## src/rtl/seq_alu.sv

```systemverilog
// Register-file execution stage: logic ops finish in 1 cycle, MUL in WIDTH cycles, shifts in n cycles.
// DONE pulses once per result; START is ignored while BUSY (the control unit stalls on it).
module seq_alu #(
    parameter int WIDTH = 8,
    parameter int CNT_W = 4
) (
    input  logic             CLK,
    input  logic             RESET,
    input  logic [WIDTH-1:0] DATA1,
    input  logic [WIDTH-1:0] DATA2,
    input  logic [2:0]       SELECT,
    input  logic             START,
    output logic [WIDTH-1:0] RESULT,
    output logic             ZERO,
    output logic             DONE,
    output logic             BUSY
);

    localparam logic [2:0] OP_FWD = 3'b000;
    localparam logic [2:0] OP_ADD = 3'b001;
    localparam logic [2:0] OP_AND = 3'b010;
    localparam logic [2:0] OP_OR  = 3'b011;
    localparam logic [2:0] OP_MUL = 3'b100;
    localparam logic [2:0] OP_SLL = 3'b101;
    localparam logic [2:0] OP_SRL = 3'b110;
    localparam logic [2:0] OP_ROR = 3'b111;

    localparam logic [CNT_W-1:0] W_C = CNT_W'(WIDTH);

    typedef enum logic [1:0] {
        S_IDLE,
        S_MUL,
        S_SHIFT
    } state_t;

    state_t           state, state_d;
    logic [WIDTH-1:0] a_q, a_d;
    logic [WIDTH-1:0] b_q, b_d;
    logic [WIDTH-1:0] acc_q, acc_d;
    logic [CNT_W-1:0] cnt_q, cnt_d;
    logic [2:0]       sel_q, sel_d;
    logic [WIDTH-1:0] result_d;
    logic             zero_d;
    logic             done_d;

    logic             wr;
    logic [WIDTH-1:0] wr_val;
    logic [CNT_W-1:0] n_raw;
    logic [CNT_W-1:0] n_eff;
    logic [WIDTH-1:0] acc_sum;
    logic [WIDTH-1:0] sh_next;

    assign BUSY = (state != S_IDLE);

    always_comb begin
        state_d  = state;
        a_d      = a_q;
        b_d      = b_q;
        acc_d    = acc_q;
        cnt_d    = cnt_q;
        sel_d    = sel_q;
        result_d = RESULT;
        zero_d   = ZERO;
        done_d   = 1'b0;
        wr       = 1'b0;
        wr_val   = '0;
        n_raw    = DATA2[CNT_W-1:0];
        n_eff    = '0;
        acc_sum  = '0;
        sh_next  = '0;

        case (state)
            S_IDLE: begin
                if (START) begin
                    a_d   = DATA1;
                    b_d   = DATA2;
                    sel_d = SELECT;
                    case (SELECT)
                        OP_FWD: begin wr = 1'b1; wr_val = DATA2;         end
                        OP_ADD: begin wr = 1'b1; wr_val = DATA1 + DATA2; end
                        OP_AND: begin wr = 1'b1; wr_val = DATA1 & DATA2; end
                        OP_OR:  begin wr = 1'b1; wr_val = DATA1 | DATA2; end
                        OP_MUL: begin
                            acc_d   = '0;
                            cnt_d   = '0;
                            state_d = S_MUL;
                        end
                        default: begin
                            // Rotates wrap the amount; logical shifts saturate at WIDTH (result 0).
                            if (SELECT == OP_ROR)
                                n_eff = n_raw % W_C;
                            else
                                n_eff = (n_raw > W_C) ? W_C : n_raw;
                            if (n_eff == '0) begin
                                wr     = 1'b1;
                                wr_val = DATA1;
                            end else begin
                                cnt_d   = n_eff;
                                state_d = S_SHIFT;
                            end
                        end
                    endcase
                end
            end

            S_MUL: begin
                acc_sum = b_q[0] ? (acc_q + a_q) : acc_q;
                acc_d   = acc_sum;
                a_d     = a_q << 1;
                b_d     = b_q >> 1;
                cnt_d   = cnt_q + 1'b1;
                if (cnt_q == W_C - 1'b1) begin
                    wr      = 1'b1;
                    wr_val  = acc_sum;
                    cnt_d   = '0;
                    state_d = S_IDLE;
                end
            end

            S_SHIFT: begin
                case (sel_q)
                    OP_SLL:  sh_next = a_q << 1;
                    OP_SRL:  sh_next = a_q >> 1;
                    default: sh_next = {a_q[0], a_q[WIDTH-1:1]};
                endcase
                a_d   = sh_next;
                cnt_d = cnt_q - 1'b1;
                if (cnt_q == 1) begin
                    wr      = 1'b1;
                    wr_val  = sh_next;
                    state_d = S_IDLE;
                end
            end

            default: state_d = S_IDLE;
        endcase

        if (wr) begin
            result_d = wr_val;
            zero_d   = (wr_val == '0);
            done_d   = 1'b1;
        end
    end

    always_ff @(posedge CLK) begin
        if (!RESET) begin
            state  <= S_IDLE;
            a_q    <= '0;
            b_q    <= '0;
            acc_q  <= '0;
            cnt_q  <= '0;
            sel_q  <= OP_FWD;
            RESULT <= '0;
            ZERO   <= 1'b1;
            DONE   <= 1'b0;
        end else begin
            state  <= state_d;
            a_q    <= a_d;
            b_q    <= b_d;
            acc_q  <= acc_d;
            cnt_q  <= cnt_d;
            sel_q  <= sel_d;
            RESULT <= result_d;
            ZERO   <= zero_d;
            DONE   <= done_d;
        end
    end

endmodule
```

## config.mk

```make
export PLATFORM = sky130hd
export DESIGN_NAME = seq_alu
export DESIGN_NICKNAME = d
export VERILOG_FILES = /design/src/rtl/seq_alu.sv
export SDC_FILE = /design/constraint.sdc
export NUM_CORES = 1
export LEC_CHECK = 0
export BUFFER_PORTS_ARGS = -buffer_cell sky130_fd_sc_hd__buf_2
export CAP_MARGIN = 30
export CORE_ASPECT_RATIO = 1.75
export CORE_MARGIN = 1.5
export CORE_UTILIZATION = 61
export CTS_BUF_LIST = sky130_fd_sc_hd__clkbuf_8 sky130_fd_sc_hd__clkbuf_16
export DETAILED_ROUTE_END_ITERATION = 8
export PLACE_DENSITY = 0.82
export SYNTH_ARGS = -nofsm -noshare
export SYNTH_HDL_FRONTEND = slang
export SYNTH_SLANG_ARGS = --single-unit
```

## constraint.sdc

```tcl
create_clock -name CLK -period 2.7 [get_ports CLK]
set_input_delay 0.54 -clock CLK [delete_from_list [all_inputs] [get_ports CLK]]
set_output_delay 0.54 -clock CLK [all_outputs]
set_load 0.03 [all_outputs]
```

==> results_dict.tcl, run 1 <==
set metrics [dict create \
    hold_path.class "input port to flop" \
    synth_edf_count 0 \
    rsz0062_at_grt "no" \
    htreeDepth 2 \
    die_w_um 61.2 \
    fin_crit_sh 0.963 \
    ys_types 68 \
    syn_avg_cell_area_sq_um 7.52 \
    ys_ff_latch 43 \
    clk_pin_slew_ns 0.09 \
    maxSlewHeadroom 0.466 \
    finalMaxSlewViolations 0 \
    post-dp-hpwl_um 9200 \
    netlist_area_sq_mm 0.00362 \
    synth_top_area_cell "dfxtp_1" \
    cts_root_buf "clkbuf_8" \
    initial_utilization 0.625 \
    yosysWarnings 0 \
    path_max_fanout 3 \
    synth.area.top_cells "dfxtp_1 24%, ha_1 10%, nor2_1 6.0%" \
    n_antenna_cell 0 \
    critical_path_class "flop to flop" \
    drive_gt1_frac 0.192 \
    hold_viol_final 0 \
    post-route-min-period_ns 2.60 \
    wl_met3_um 777 \
    area_delta_synth_final_pct 17.5 \
    fin_nets 599 \
    tightest_slew_ns 0.801 \
    final_cell_area_sq_mm 0.00425 \
    max_stage_delay_ns 0.34 \
    vias 4040 \
    max_freq_mhz 384 \
    core_sq_mm 0.00579 \
    syn-num-nets 535 \
    routedLengthMet1_um 4300 \
    io_buffers 32 \
    syn_inst 481 \
    cts-buffers-inserted 5 \
    yosysMostFrequentCell "nor2_1" \
    crit_arrival_ns 2.84 \
    placed_cell_area_sq_mm 0.00412 \
    synth_top_area_share 0.238 \
    status "completed" \
    top_layer "met4" \
    gr-total-overflow 0 \
    p_leak_nw 1.85 \
    dieArea_sq_mm 0.00642 \
    crit_slowest_cell "mux2i_2" \
    fp-row-count 37 \
    antenna_found_initial 0 \
    power.density_mw_per_mm2 476 \
    synth_flop_cell "dfxtp_1" \
    ant_nets 0 \
    firstDrtPassIters 5 \
    grt_max_degree 42 \
    cts_tree "yes" \
    drtIter0Drc 396 \
    wirelength_um 11900 \
    route.detailed.drc 0 \
    ios 33 \
    wire_per_inst_um 19.0 \
    dieHeight_um 105 \
    skew_ns 0.0106 \
    layout.cells.non_filler 624 \
    required_ns 2.94 \
    worst_setup_path_end_kind "flop" \
    async_flop_share 0 \
    dp.cells 616 \
    seq_area_frac_synth 0.238 \
    met2_length_um 6020 \
    irDropWorstVdd_mv 0.257 \
    grt_pass1_wl_um 18300 \
    synth_common_cells "58 x nor2_1, 53 x nand2_1, 43 x dfxtp_1" \
    grt_pass1_vias 3782 \
    cp_cell_sequence "ha_1, or2_2, a21o_1, a31oi_1, mux2i_2, mux2i_1, o311ai_1, buf_4, o31ai_2" \
    gp_congestion 1.03 \
    clk_path_buf_depth 2 \
    cp-start-kind "flop" \
    grt_use_total 0.380 \
    setup_viol 0 \
    clock_sinks 43 \
    cap_violations 0 \
    viasPerCell 6.47 \
    insertion_delay_ns 0.31 \
]
-- what timing repair did --
item                                   CTS  global route
endpoints found under the hold margin    0             0
setup endpoints to repair                0             1
resized for setup                        0             4
setup buffers                            0             0
hold buffers                             0             0
-- sequential cells by signal, summed over array words and instances (netlist names) --
signal / count
acc_q: 8
DONE: 1
sel_q: 3
state: 2
cnt_q: 4
RESULT: 8
ZERO: 1
a_q: 8
b_q: 8
-- area by class of cell --
cell class,instances,area [sq um]
tap,78,97.6
fill,483,1540
clock buffer,5,68.8
sequential,43,861
inverter,33,124
clock inverter,3,43.8
multi-input combinational,379,2510
timing repair buffer,83,543
-- final timing paths --
| check | from | end | slack, ns | cells after the start |
|---|---|---|---|---|
| max | a_q[4]$_SDFFE_PN0P_ | ZERO$_SDFFE_PN1P_ | 0.1 | 9 |
| min | RESET | RESULT[6]$_SDFFE_PN0P_ | 0.49 | 2 |
| max reg2reg | a_q[4]$_SDFFE_PN0P_ | ZERO$_SDFFE_PN1P_ | 0.1 | 9 |
| min reg2reg | acc_q[4]$_SDFFE_PN0P_ | acc_q[4]$_SDFFE_PN0P_ | 0.49 | 2 |
-- where the power goes --
| part | switching, mW | internal [mW] |
|---|---|---|
| clock | 0.248 | 0.276 |
| sequential | 0.0616 | 0.694 |
| combinational | 0.449 | 0.295 |
| total | 0.758 | 1.26 |
-- critical path: cells and delay by family, from the launching register on --
| kind | cells | cell delay (ns) |
|---|---|---|
| AOI/OAI and AO/OA | 4 | 0.80 |
| muxes | 2 | 0.60 |
| DFF | 1 | 0.33 |
| adders and majority gates | 1 | 0.32 |
| and+or+nand+nor | 1 | 0.32 |
| buffers and inverters | 1 | 0.16 |
-- placed cells by master, fill, tap and decap left out, types with 3 or more instances in the layout --
master / Yosys / layout
nand3_1: 9 / 9
o211ai_1: 16 / 16
a221oi_1: 4 / 4
nor3b_1: 7 / 7
a22oi_1: 11 / 11
o21ai_0: 23 / 23
nor3_1: 8 / 8
mux2i_1: 9 / 8
a211oi_2: 1 / 3
a21o_1: 4 / 4
clkbuf_8: 0 / 5
a31oi_1: 4 / 4
nand2_1: 53 / 53
dfxtp_1: 43 / 43
nor2b_1: 3 / 3
ha_1: 30 / 30
nor2_1: 58 / 58
buf_2: 9 / 32
o31ai_1: 4 / 4
a21oi_1: 38 / 38
a32oi_1: 3 / 3
buf_4: 0 / 51
o21a_1: 3 / 3
nand2b_1: 8 / 8
a211oi_1: 23 / 21
xor2_1: 3 / 3
inv_1: 32 / 32
o21bai_1: 3 / 3
-- per-layer routing --
layer	GRT usage	vias to the layer above
met2	0.631	216
li1	-	1883
met1	0.420	1879
met5	0	-
met3	0.0545	62
met4	0.256	0
-- kinds of logic (layout without fill, tap and decap cells) --
logic type	Yosys count	in the layout	synth area share
AOI/OAI and AO/OA	162	162	0.305
xor gates and xnor gates	5	5	0.0121
adders and majority gates	32	32	0.115
buffers and inverters	59	124	0.0730
DFF	43	43	0.238
muxes	11	11	0.0342
and+or+nand+nor	169	169	0.223
-- stage by stage --
stage | power [mW] | hold slack [ns] | TNS (ns) | worst slack [ns] | utilization
final | 2.02 | 0.487 | 0 | 0.0992 | 0.734
after global routing | 2.10 | 0.495 | 0 | 0.00288 | 0.734
after CTS | 1.99 | 0.483 | 0 | 0.115 | 0.731
after detailed placement | 1.48 | 0.474 | -0.255 | -0.162 | 0.712
after global placement | 1.46 | 0.457 | -0.192 | -0.130 | 0.712
after floorplan | 1.22 | 0.449 | 0 | 0.178 | -
Power figures use the tool's default switching activity.
==> run 2: changes to the inputs <==
Clock period 2.7 ns to 2.9 ns, I/O delays scaled along.
==> results_dict.tcl, run 2 (synthesis results as in run 1) <==
set metrics [dict create \
    status "completed" \
    post-dp-hpwl_um 8130 \
    finalMaxSlewViolations 0 \
    maxSlewHeadroom 0.496 \
    max_stage_delay_ns 0.37 \
    grt_pass1_wl_um 16700 \
    power.density_mw_per_mm2 428 \
    firstDrtPassIters 5 \
    layout.cells.non_filler 588 \
    fin_crit_sh 0.959 \
    required_ns 3.12 \
    path_max_fanout 6 \
    fin_nets 563 \
    grt_max_degree 42 \
    viasPerCell 6.59 \
    io_buffers 32 \
    p_clk_frac 0.221 \
    cp_cell_sequence "ha_1, or2_2, a21o_1, a31oi_1, mux2i_2, mux2i_2, o311ai_1, buf_4, o31ai_2" \
    layout_commonest_cell "nor2_1" \
    setup_viol 0 \
    critical_path_class "flop to flop" \
    area_delta_synth_final_pct 9.37 \
    antenna_found_initial 0 \
    total_power_mw 1.69 \
    n_antenna_cell 0 \
    setup_tns_ns 0 \
    cp_common_cell "mux2i_2" \
    hold_path.class "flop to flop" \
    fp-row-count 37 \
    ff_latch_area_sq_um 863 \
    tightest_slew_ns 0.755 \
    utilization 0.684 \
    skew_ns 0.00981 \
    wirelength_um 10600 \
    gr-total-overflow 0 \
    dieHeight_um 105 \
    worst_hold_slack_ns 0.492 \
    htreeDepth 2 \
    cts_hold_buf 0 \
    cts_root_buf "clkbuf_8" \
    crit_slowest_cell "dfxtp_2" \
    cp-start-kind "flop" \
    vias 3877 \
    gp_congestion 1.04 \
    layout.cells.most_common_list "58 x nor2_1, 53 x nand2_1, 41 x dfxtp_1, 38 x a21oi_1, 34 x inv_1" \
    cap_violations 0 \
    die_w_um 61.2 \
    combPwrFrac 0.359 \
    dp.cells 579 \
    worst_setup_path_end_kind "flop" \
    p_int_mw 1.04 \
    swShare 0.386 \
    insertion_delay_ns 0.30 \
    ant_nets 0 \
    max_freq_mhz 359 \
    post-route-min-period_ns 2.78 \
    cts_tree "yes" \
    p_leak_nw 1.67 \
    drive_gt1_frac 0.137 \
    route.detailed.drc 0 \
    switchingPower_mw 0.654 \
    clock_sinks 43 \
    dieArea_sq_mm 0.00642 \
    grt_use_total 0.343 \
    p_seq_frac 0.420 \
    hold_viol_final 0 \
    wire_per_inst_um 18.0 \
    clk_pin_slew_ns 0.08 \
    drtIter0Drc 339 \
    ios 33 \
    cts-buffers-inserted 5 \
    fill_cells 503 \
    crit_arrival_ns 3.00 \
    clk_path_buf_depth 2 \
    initial_utilization 0.625 \
    grt_pass1_vias 3660 \
    multi_input_area_sq_mm 0.00252 \
    core_sq_mm 0.00579 \
    irDropWorstVdd_mv 0.268 \
]
==> run 2: changes by cell type in the layout (fill, tap and decap cells not counted), sizes merged <==
cell	before	now
clkinv	3	2
bufinv	1	0
inv	32	34
buf	83	47
==> run 2: worst paths after layout <==
path / start / to / slack, ns / cells after the start
max: a_q[4]$_SDFFE_PN0P_ / ZERO$_SDFFE_PN1P_ / 0.12 / 9
max reg2reg: a_q[4]$_SDFFE_PN0P_ / ZERO$_SDFFE_PN1P_ / 0.12 / 9
min: acc_q[3]$_SDFFE_PN0P_ / acc_q[3]$_SDFFE_PN0P_ / 0.49 / 2
min reg2reg: acc_q[3]$_SDFFE_PN0P_ / acc_q[3]$_SDFFE_PN0P_ / 0.49 / 2
==> run 2: metrics by stage <==
stage | setup slack (ns) | area [sq um]
2_1_floorplan | 0.338 | 3620
3_3_place_gp | 0.0544 | 3840
3_5_place_dp | -0.0706 | 3840
4_1_cts | 0.0608 | 3920
5_1_grt | -0.00931 | 3960
6_report | 0.117 | 3960
==> run 2: layout make-up <==
type	count	area share
Clock inverter	3	0.00316
Tap cell	78	0.0247
Sequential cell	43	0.218
Clock buffer	5	0.0174
Inverter	33	0.0313
Timing Repair Buffer	47	0.0689
Multi-Input combinational cell	379	0.636
==> run 2: power groups by stage <==
stage	sequential (mW)	combinational (mW)	clock (mW)
after CTS	0.708	0.590	0.376
after floorplan	0.728	0.413	0
final	0.712	0.607	0.373
after detailed placement	0.722	0.589	0
after global routing	0.719	0.664	0.397
after global placement	0.719	0.576	0
==> run 2: critical path, delay by kind of cell (launching register included) <==
kind	cells	cell delay, ns
buffers and inverters	1	0.17
flip-flops	1	0.37
multiplexers	2	0.66
AO/OA/AOI/OAI	4	0.85
adder cells (fa/ha/maj)	1	0.33
AND/OR/NAND/NOR	1	0.31
==> run 2: repair_timing <==
item / CTS / global route
buffers inserted: 0 / 1
gates resized for setup: 0 / 7
endpoints found under the setup margin: 0 / 1
==> run 2: routing by layer <==
metal | routed length (um) | up-vias | global-route usage
met4 | 1010 | 0 | 0.247
met5 | 0 | - | 0
met2 | 5050 | 200 | 0.570
met1 | 3740 | 1786 | 0.365
met3 | 769 | 81 | 0.0606
li1 | - | 1810 | -
